File: src/rtl/radix4_bfly_fft4.sv
// radix4_bfly_fft4: two-stage pipelined radix-4 DIT butterfly with group-order and frame tracking.
// Build option: define FFT4_BFLY_SCALE_EN to divide stage-2 results by 4 with round-half-up.
module radix4_bfly_fft4 #(
  parameter int IN_WIDTH  = 27,
  parameter int GROUPS    = 2048,
  parameter int IDX_WIDTH = 11,
  localparam int OUT_WIDTH = IN_WIDTH + 2
) (
  input  logic                        clk,
  input  logic                        rst_n,
  input  logic                        valid,
  input  logic        [IDX_WIDTH-1:0] index,
  input  logic signed [IN_WIDTH-1:0]  x0_r,
  input  logic signed [IN_WIDTH-1:0]  x0_i,
  input  logic signed [IN_WIDTH-1:0]  x1_r,
  input  logic signed [IN_WIDTH-1:0]  x1_i,
  input  logic signed [IN_WIDTH-1:0]  x2_r,
  input  logic signed [IN_WIDTH-1:0]  x2_i,
  input  logic signed [IN_WIDTH-1:0]  x3_r,
  input  logic signed [IN_WIDTH-1:0]  x3_i,
  output logic signed [OUT_WIDTH-1:0] y0_r,
  output logic signed [OUT_WIDTH-1:0] y0_i,
  output logic signed [OUT_WIDTH-1:0] y1_r,
  output logic signed [OUT_WIDTH-1:0] y1_i,
  output logic signed [OUT_WIDTH-1:0] y2_r,
  output logic signed [OUT_WIDTH-1:0] y2_i,
  output logic signed [OUT_WIDTH-1:0] y3_r,
  output logic signed [OUT_WIDTH-1:0] y3_i,
  output logic        [IDX_WIDTH-1:0] index_out,
  output logic                        ready,
  output logic                        frame_done,
  output logic                        seq_err
);

  localparam int S1W = IN_WIDTH + 1;
  localparam logic [IDX_WIDTH-1:0] LAST_IDX = IDX_WIDTH'(GROUPS - 1);

  logic signed [S1W-1:0] aR_d, aI_d, bR_d, bI_d, cR_d, cI_d, dR_d, dI_d;
  logic signed [S1W-1:0] aR_q, aI_q, bR_q, bI_q, cR_q, cI_q, dR_q, dI_q;

  logic signed [OUT_WIDTH-1:0] y0R_d, y0I_d, y1R_d, y1I_d, y2R_d, y2I_d, y3R_d, y3I_d;
  logic signed [OUT_WIDTH-1:0] y0R_q, y0I_q, y1R_q, y1I_q, y2R_q, y2I_q, y3R_q, y3I_q;

  logic                 v1_d, v1_q, v2_d, v2_q;
  logic [IDX_WIDTH-1:0] idx1_d, idx1_q, idx2_d, idx2_q;
  logic                 fd_d, fd_q;
  logic [IDX_WIDTH-1:0] expIdx_d, expIdx_q;
  logic                 seqErr_d, seqErr_q;

`ifdef FFT4_BFLY_SCALE_EN
  localparam logic signed [OUT_WIDTH:0] RND = (OUT_WIDTH+1)'(2);
`endif

  // Final output conditioning: optional divide-by-4 with round-half-up.
  function automatic logic signed [OUT_WIDTH-1:0] outScale(input logic signed [OUT_WIDTH-1:0] v);
`ifdef FFT4_BFLY_SCALE_EN
    logic signed [OUT_WIDTH:0] t;
    t = $signed({v[OUT_WIDTH-1], v}) + RND;
    return {t[OUT_WIDTH], t[OUT_WIDTH:2]};
`else
    return v;
`endif
  endfunction

  always_comb begin
    aR_d = S1W'(x0_r) + S1W'(x2_r);
    aI_d = S1W'(x0_i) + S1W'(x2_i);
    bR_d = S1W'(x0_r) - S1W'(x2_r);
    bI_d = S1W'(x0_i) - S1W'(x2_i);
    cR_d = S1W'(x1_r) + S1W'(x3_r);
    cI_d = S1W'(x1_i) + S1W'(x3_i);
    dR_d = S1W'(x1_r) - S1W'(x3_r);
    dI_d = S1W'(x1_i) - S1W'(x3_i);
  end

  // y1 = b - j*d and y3 = b + j*d swap the real/imag parts of d.
  always_comb begin
    y0R_d = outScale(OUT_WIDTH'(aR_q) + OUT_WIDTH'(cR_q));
    y0I_d = outScale(OUT_WIDTH'(aI_q) + OUT_WIDTH'(cI_q));
    y2R_d = outScale(OUT_WIDTH'(aR_q) - OUT_WIDTH'(cR_q));
    y2I_d = outScale(OUT_WIDTH'(aI_q) - OUT_WIDTH'(cI_q));
    y1R_d = outScale(OUT_WIDTH'(bR_q) + OUT_WIDTH'(dI_q));
    y1I_d = outScale(OUT_WIDTH'(bI_q) - OUT_WIDTH'(dR_q));
    y3R_d = outScale(OUT_WIDTH'(bR_q) - OUT_WIDTH'(dI_q));
    y3I_d = outScale(OUT_WIDTH'(bI_q) + OUT_WIDTH'(dR_q));
  end

  // Expected index resynchronises to whatever arrived, so one skip flags once.
  always_comb begin
    expIdx_d = expIdx_q;
    seqErr_d = seqErr_q;
    if (valid) begin
      if (index != expIdx_q) begin
        seqErr_d = 1'b1;
      end
      expIdx_d = (index == LAST_IDX) ? '0 : index + 1'b1;
    end
  end

  always_comb begin
    v1_d   = valid;
    v2_d   = v1_q;
    idx1_d = valid ? index : idx1_q;
    idx2_d = v1_q ? idx1_q : idx2_q;
    fd_d   = v1_q && (idx1_q == LAST_IDX);
  end

  always_ff @(posedge clk or negedge rst_n) begin
    if (!rst_n) begin
      aR_q <= '0; aI_q <= '0; bR_q <= '0; bI_q <= '0;
      cR_q <= '0; cI_q <= '0; dR_q <= '0; dI_q <= '0;
    end else begin
      aR_q <= aR_d; aI_q <= aI_d; bR_q <= bR_d; bI_q <= bI_d;
      cR_q <= cR_d; cI_q <= cI_d; dR_q <= dR_d; dI_q <= dI_d;
    end
  end

  always_ff @(posedge clk or negedge rst_n) begin
    if (!rst_n) begin
      y0R_q <= '0; y0I_q <= '0; y1R_q <= '0; y1I_q <= '0;
      y2R_q <= '0; y2I_q <= '0; y3R_q <= '0; y3I_q <= '0;
    end else begin
      y0R_q <= y0R_d; y0I_q <= y0I_d; y1R_q <= y1R_d; y1I_q <= y1I_d;
      y2R_q <= y2R_d; y2I_q <= y2I_d; y3R_q <= y3R_d; y3I_q <= y3I_d;
    end
  end

  always_ff @(posedge clk or negedge rst_n) begin
    if (!rst_n) begin
      v1_q     <= 1'b0;
      v2_q     <= 1'b0;
      idx1_q   <= '0;
      idx2_q   <= '0;
      fd_q     <= 1'b0;
      expIdx_q <= '0;
      seqErr_q <= 1'b0;
    end else begin
      v1_q     <= v1_d;
      v2_q     <= v2_d;
      idx1_q   <= idx1_d;
      idx2_q   <= idx2_d;
      fd_q     <= fd_d;
      expIdx_q <= expIdx_d;
      seqErr_q <= seqErr_d;
    end
  end

  assign y0_r       = y0R_q;
  assign y0_i       = y0I_q;
  assign y1_r       = y1R_q;
  assign y1_i       = y1I_q;
  assign y2_r       = y2R_q;
  assign y2_i       = y2I_q;
  assign y3_r       = y3R_q;
  assign y3_i       = y3I_q;
  assign index_out  = idx2_q;
  assign ready      = v2_q;
  assign frame_done = fd_q;
  assign seq_err    = seqErr_q;

endmodule

File: config.mk
export PLATFORM = sky130hd
export DESIGN_NAME = radix4_bfly_fft4
export DESIGN_NICKNAME = d
export VERILOG_FILES = /design/src/rtl/radix4_bfly_fft4.sv
export SDC_FILE = /design/constraint.sdc
export NUM_CORES = 1
export LEC_CHECK = 0
export ABC_AREA = 1
export CAP_MARGIN = 20
export CELL_PAD_IN_SITES_DETAIL_PLACEMENT = 1
export CELL_PAD_IN_SITES_GLOBAL_PLACEMENT = 1
export CORE_MARGIN = 8
export CORE_UTILIZATION = 38
export CTS_BUF_LIST = sky130_fd_sc_hd__clkbuf_8
export DETAILED_ROUTE_END_ITERATION = 8
export GPL_TIMING_DRIVEN = 0
export PLACE_DENSITY = 0.76
export SYNTH_ARGS = -nofsm -noshare
export SYNTH_HDL_FRONTEND = slang
export SYNTH_SLANG_ARGS = --single-unit
File: constraint.sdc
create_clock -name clk -period 1.8 [get_ports clk]
set_input_delay 0.36 -clock clk [delete_from_list [all_inputs] [get_ports clk]]
set_output_delay 0.36 -clock clk [all_outputs]
set_load 0.05 [all_outputs]
==> impl_summary.txt <==
----------------------------------------------------
[Status]
  Result of the run ... complete, but fails checks
  Violations in the final reports ... setup timing

[Layout]
  Fraction of final layout cells sized beyond drive strength 1 ... 28.51%
  Number of nets in the finished design ... 9040
  Top library cells by usage in the layout, fill and taps aside ... nand2_1, inv_1, nor2_1
  Multi-input combinational cell area ... around 0.034 sq mm
  # fillers ... 15942
  Area used by sequential logic in the layout ... 0.01221 sq mm
  Area Growth Syn to Fin ... 37.78%
  Most frequent standard cell in the layout excluding fill and tap cells ... nand2_1
  Finished Core Util ... 52.47%

[Min path]
  Worst hold-check path type ... in2reg
  Beginning of the worst hold path ... x1_i[0]
  Cell depth of the worst hold path ... 4
  WHS Endpoint ... dI_q[0]

[Drt]
  First DRT Iteration DRCs ... 3551
  Routed wire length ... 227.5 mm
  Number of iterations in the first detailed-routing pass ... 5
  Ratio of routed vias to standard cells ... roughly 5
  DRC violation count after routing ... 0
  Residual antenna-violating net count after detailed routing ... 0
  Average wire length per cell after detail routing ... 22.58 um
  Vias after detailed routing ... between 50000 and 60000

[Global route]
  Vias in the first global route ... about 52000
  GRT Overall Usage ... 29.55%
  Global-route wire length before repair ... 312.4 mm
  Overflow after GRT ... 0
  Maximum number of pins on one net before global-route repair ... 129
  Antenna violations before repair ... 14

[Synth]
  Area fraction of the dominant cell type after synthesis ... 25.51%
  Compound-gate portion of the synthesized area ... 6.528%
  Share of flip-flops with an asynchronous set or reset ... 100.0%
  Net count of the mapped netlist ... between 8000 and 9000
  Largest area contributor in the netlist ... dfrtp_1
  Combinational family with the most area after synthesis ... simple AND/OR/NAND/NOR gates
  Flop and latch count out of synthesis ... just under 500
  Synthesized instance count ... 7499
  Post-synthesis share of cell area spent on xor and xnor gates ... 4.621%
  Syn_area_per_cell ... 6.344 sq um
  Total number of yosys warnings ... 0
  Post-synth cell types ... 37
  Netlist area before placement ... 0.04757 sq mm
  Synth Area in Simple Gates ... 35.31%
  Biggest area contributors in the synthesized netlist ... dfrtp_1, nand2_1, inv_1
  Post-synth EDFFs ... 0
  Post-Synth Adder-Cell Area ... 12.27%
  Share of cell area taken by muxes after synthesis ... 0.2367%
  Fraction of the yosys area taken by sequential cells ... 25.51%
  Most instantiated flip-flop cell in the synthesis netlist ... dfrtp_1

[STA]
  Max Slew Vio Count ... 0
  Highest achievable clock rate ... 412.1 MHz
  Minimum clock period ... 2.426 ns
  Pin slew with the least headroom to its limit ... about 0.66 ns
  Final worst clock skew ... 0.07563 ns
  Max-slew headroom ... 55.81%
  Setup repair after global routing missed its margin ... yes
  Final Worst Setup Slack ... -0.6265 ns
  Final Cycle Share ... 134.8%
  Final Setup Violations ... 208
  Hold violation total from the final report ... 0

[Floorplanning]
  Core outline area ... 0.1249 sq mm
  Height of the die ... 369.8 um
  Effective utilization at floorplan ... 38.08%
  Die area ... 0.1368 sq mm
  Number of top-level pins ... around 480
  Std-Cell Rows ... 130
  DIE WIDTH ... 369.8 um

[CTS]
  Cts bufs inserted ... between 80 and 90
  Number of sinks on the clock net ... 485
  Clock tree from TritonCTS ... done
  Maximum clock insertion buffer count ... 3
  Clock latency on the worst-skew pair ... 0.82 ns
  Clock transition at path regs ... ~0.070 ns
  Buffer cell driving the clock tree root ... clkbuf_8
  Number of levels the H-tree was split into ... 3

[Job]
  Total of max-cap violations ... 0

[Critical path]
  Cell with the biggest individual delay on the critical path ... dfrtp_2
  Crit. End Element ... register
  Critical path start-end classification ... reg2reg
  CP Buf/Inv Count ... 3
  Data required time at the worst endpoint ... approximately 2.5 ns
  Crit path max-delay family ... simple AND/OR/NAND/NOR gates
  Crit Path Max Fanout ... 7
  Slowest cell delay on critical path ... approximately 0.46 ns
  Origin of the critical flop-to-flop path ... dR_q[13]
  Number of cells traversed by the worst register-to-register path ... 11
  Critical path's most frequent cell ... nand2_1
  Worst setup SP type ... register
  Arrival time worst endpoint ... 3.08 ns
  Cell breakdown of the critical path ... inv_1 -> ha_1 -> buf_6 -> nor2_2 -> inv_1 -> nor2_1 -> nand2_1 -> nand2_1 -> nand2_1 -> nand4_1 -> nand2_2
  Worst setup slack for register-to-register paths ... -0.63 ns
  Endpoint of the lowest-slack register-to-register path ... y3_i[22]

[Place]
  Count of buffers inserted at the top-level ports ... 475
  Final RePlAce weighted congestion ... ~0.96
  Setup slack after placement ... -1.168 ns
  Detail Placement HPWL ... 172.5 mm

[Pwr]
  Worst IR drop on VDD ... 1.182 mV
  Cell area power density ... approximately 1400 mW/mm^2
  P_leak ... 35.59 nW

----------------------------------------------------
==> registers in the layout, summed over array words and instances (netlist names), 29 cells and up <==
name  count
y0_r     29
y3_r     29
y3_i     29
y2_i     29
==> Yosys cell counts, types with 36 or more instances <==
cell and instances:
xor2_1 230, nor3_2 41, buf_4 85, buf_6 36
a21oi_1 300, inv_1 1535, nand3_1 420, dfrtp_1 485
nand2_1 2516, buf_2 82, o21ai_0 117, nor2_1 588
nand4_1 130, inv_2 40, nor2_2 110, ha_1 441
o21bai_1 79, nor3_1 43
==> layer usage <==
metal  vias up  track usage [%]  share of wire (%)
li1      24232                -                  -
met1     25532            37.94                 42
met4         6            11.58                5.1
met3       511            3.149                5.1
met2      1645            50.86                 48
met5         -                0              0.019
==> repair_timing <==
action,CTS,global route
hold buffers,2,1
buffers inserted,151,157
endpoints found under the hold margin,244,1
resized for setup,2542,897
setup endpoints to repair,505,313
pin swaps,241,387
==> per-stage QoR <==
step / TNS, ns / cell area (sq um) / cells / hold slack, ns / power [mW]
after floorplan: 0 / 47570 / 7499 / 0.06441 / 47.06
after global placement: - / 54390 / 9624 / 0.4410 / 64.12
after detailed placement: -252.11 / 54510 / 9628 / 0.2166 / 65.01
after CTS: -36.13 / 61030 / 9939 / 0.01515 / 83.47
after global routing: -62.16 / 65550 / 10076 / 0.01772 / 96.98
final: -53.09 / 65550 / 10077 / 0.03006 / 93.01
==> kinds of logic (layout without fill, tap and decap cells) <==
family,count (synthesis),in the layout
compound gates,553,553
simple gates,3960,3960
fa+ha+maj,457,457
xor+xnor,251,251
flops,485,485
mux,10,10
buf+inv,1783,2705
other cells,0,6
==> area by class of cell <==
class	instances	area share [%]
Clock buffer	110	2.310
Antenna cell	6	0.02291
Tap cell	1650	3.150
Multi-Input combinational cell	5231	52.59
Clock inverter	48	0.5860
Inverter	1575	9.242
Sequential cell	485	18.62
Timing Repair Buffer	778	10.80
Buffer	194	2.678
==> worst max-delay path by stage <==
stage          startpoint       end  slack [ns]  cells after the start
2_1_floorplan     bI_q[0]  y2_i[28]        0.02                     11
3_3_place_gp        rst_n  y0_r[28]      -20.31                      1
3_5_place_dp      x0_r[0]  bR_q[22]       -1.17                     12
4_1_cts           bR_q[0]  y2_r[28]       -0.47                     12
5_1_grt          dR_q[13]  y3_i[22]       -0.70                     11
6_report         dR_q[13]  y3_i[22]       -0.63                     11
==> power by group <==
group,internal [mW],switching [mW]
Sequential,14.7,2.55
Combinational,21.0,43.3
Clock,6.26,5.17
Total,42.0,51.0
==> worst min-delay path, cell delays in order <==
cell and delay, ns:
dlymetal6s2s_1 0.16, inv_1 0.08, ha_2 0.15, inv_1 0.04
Note: power is estimated with default switching activity, not from simulation.
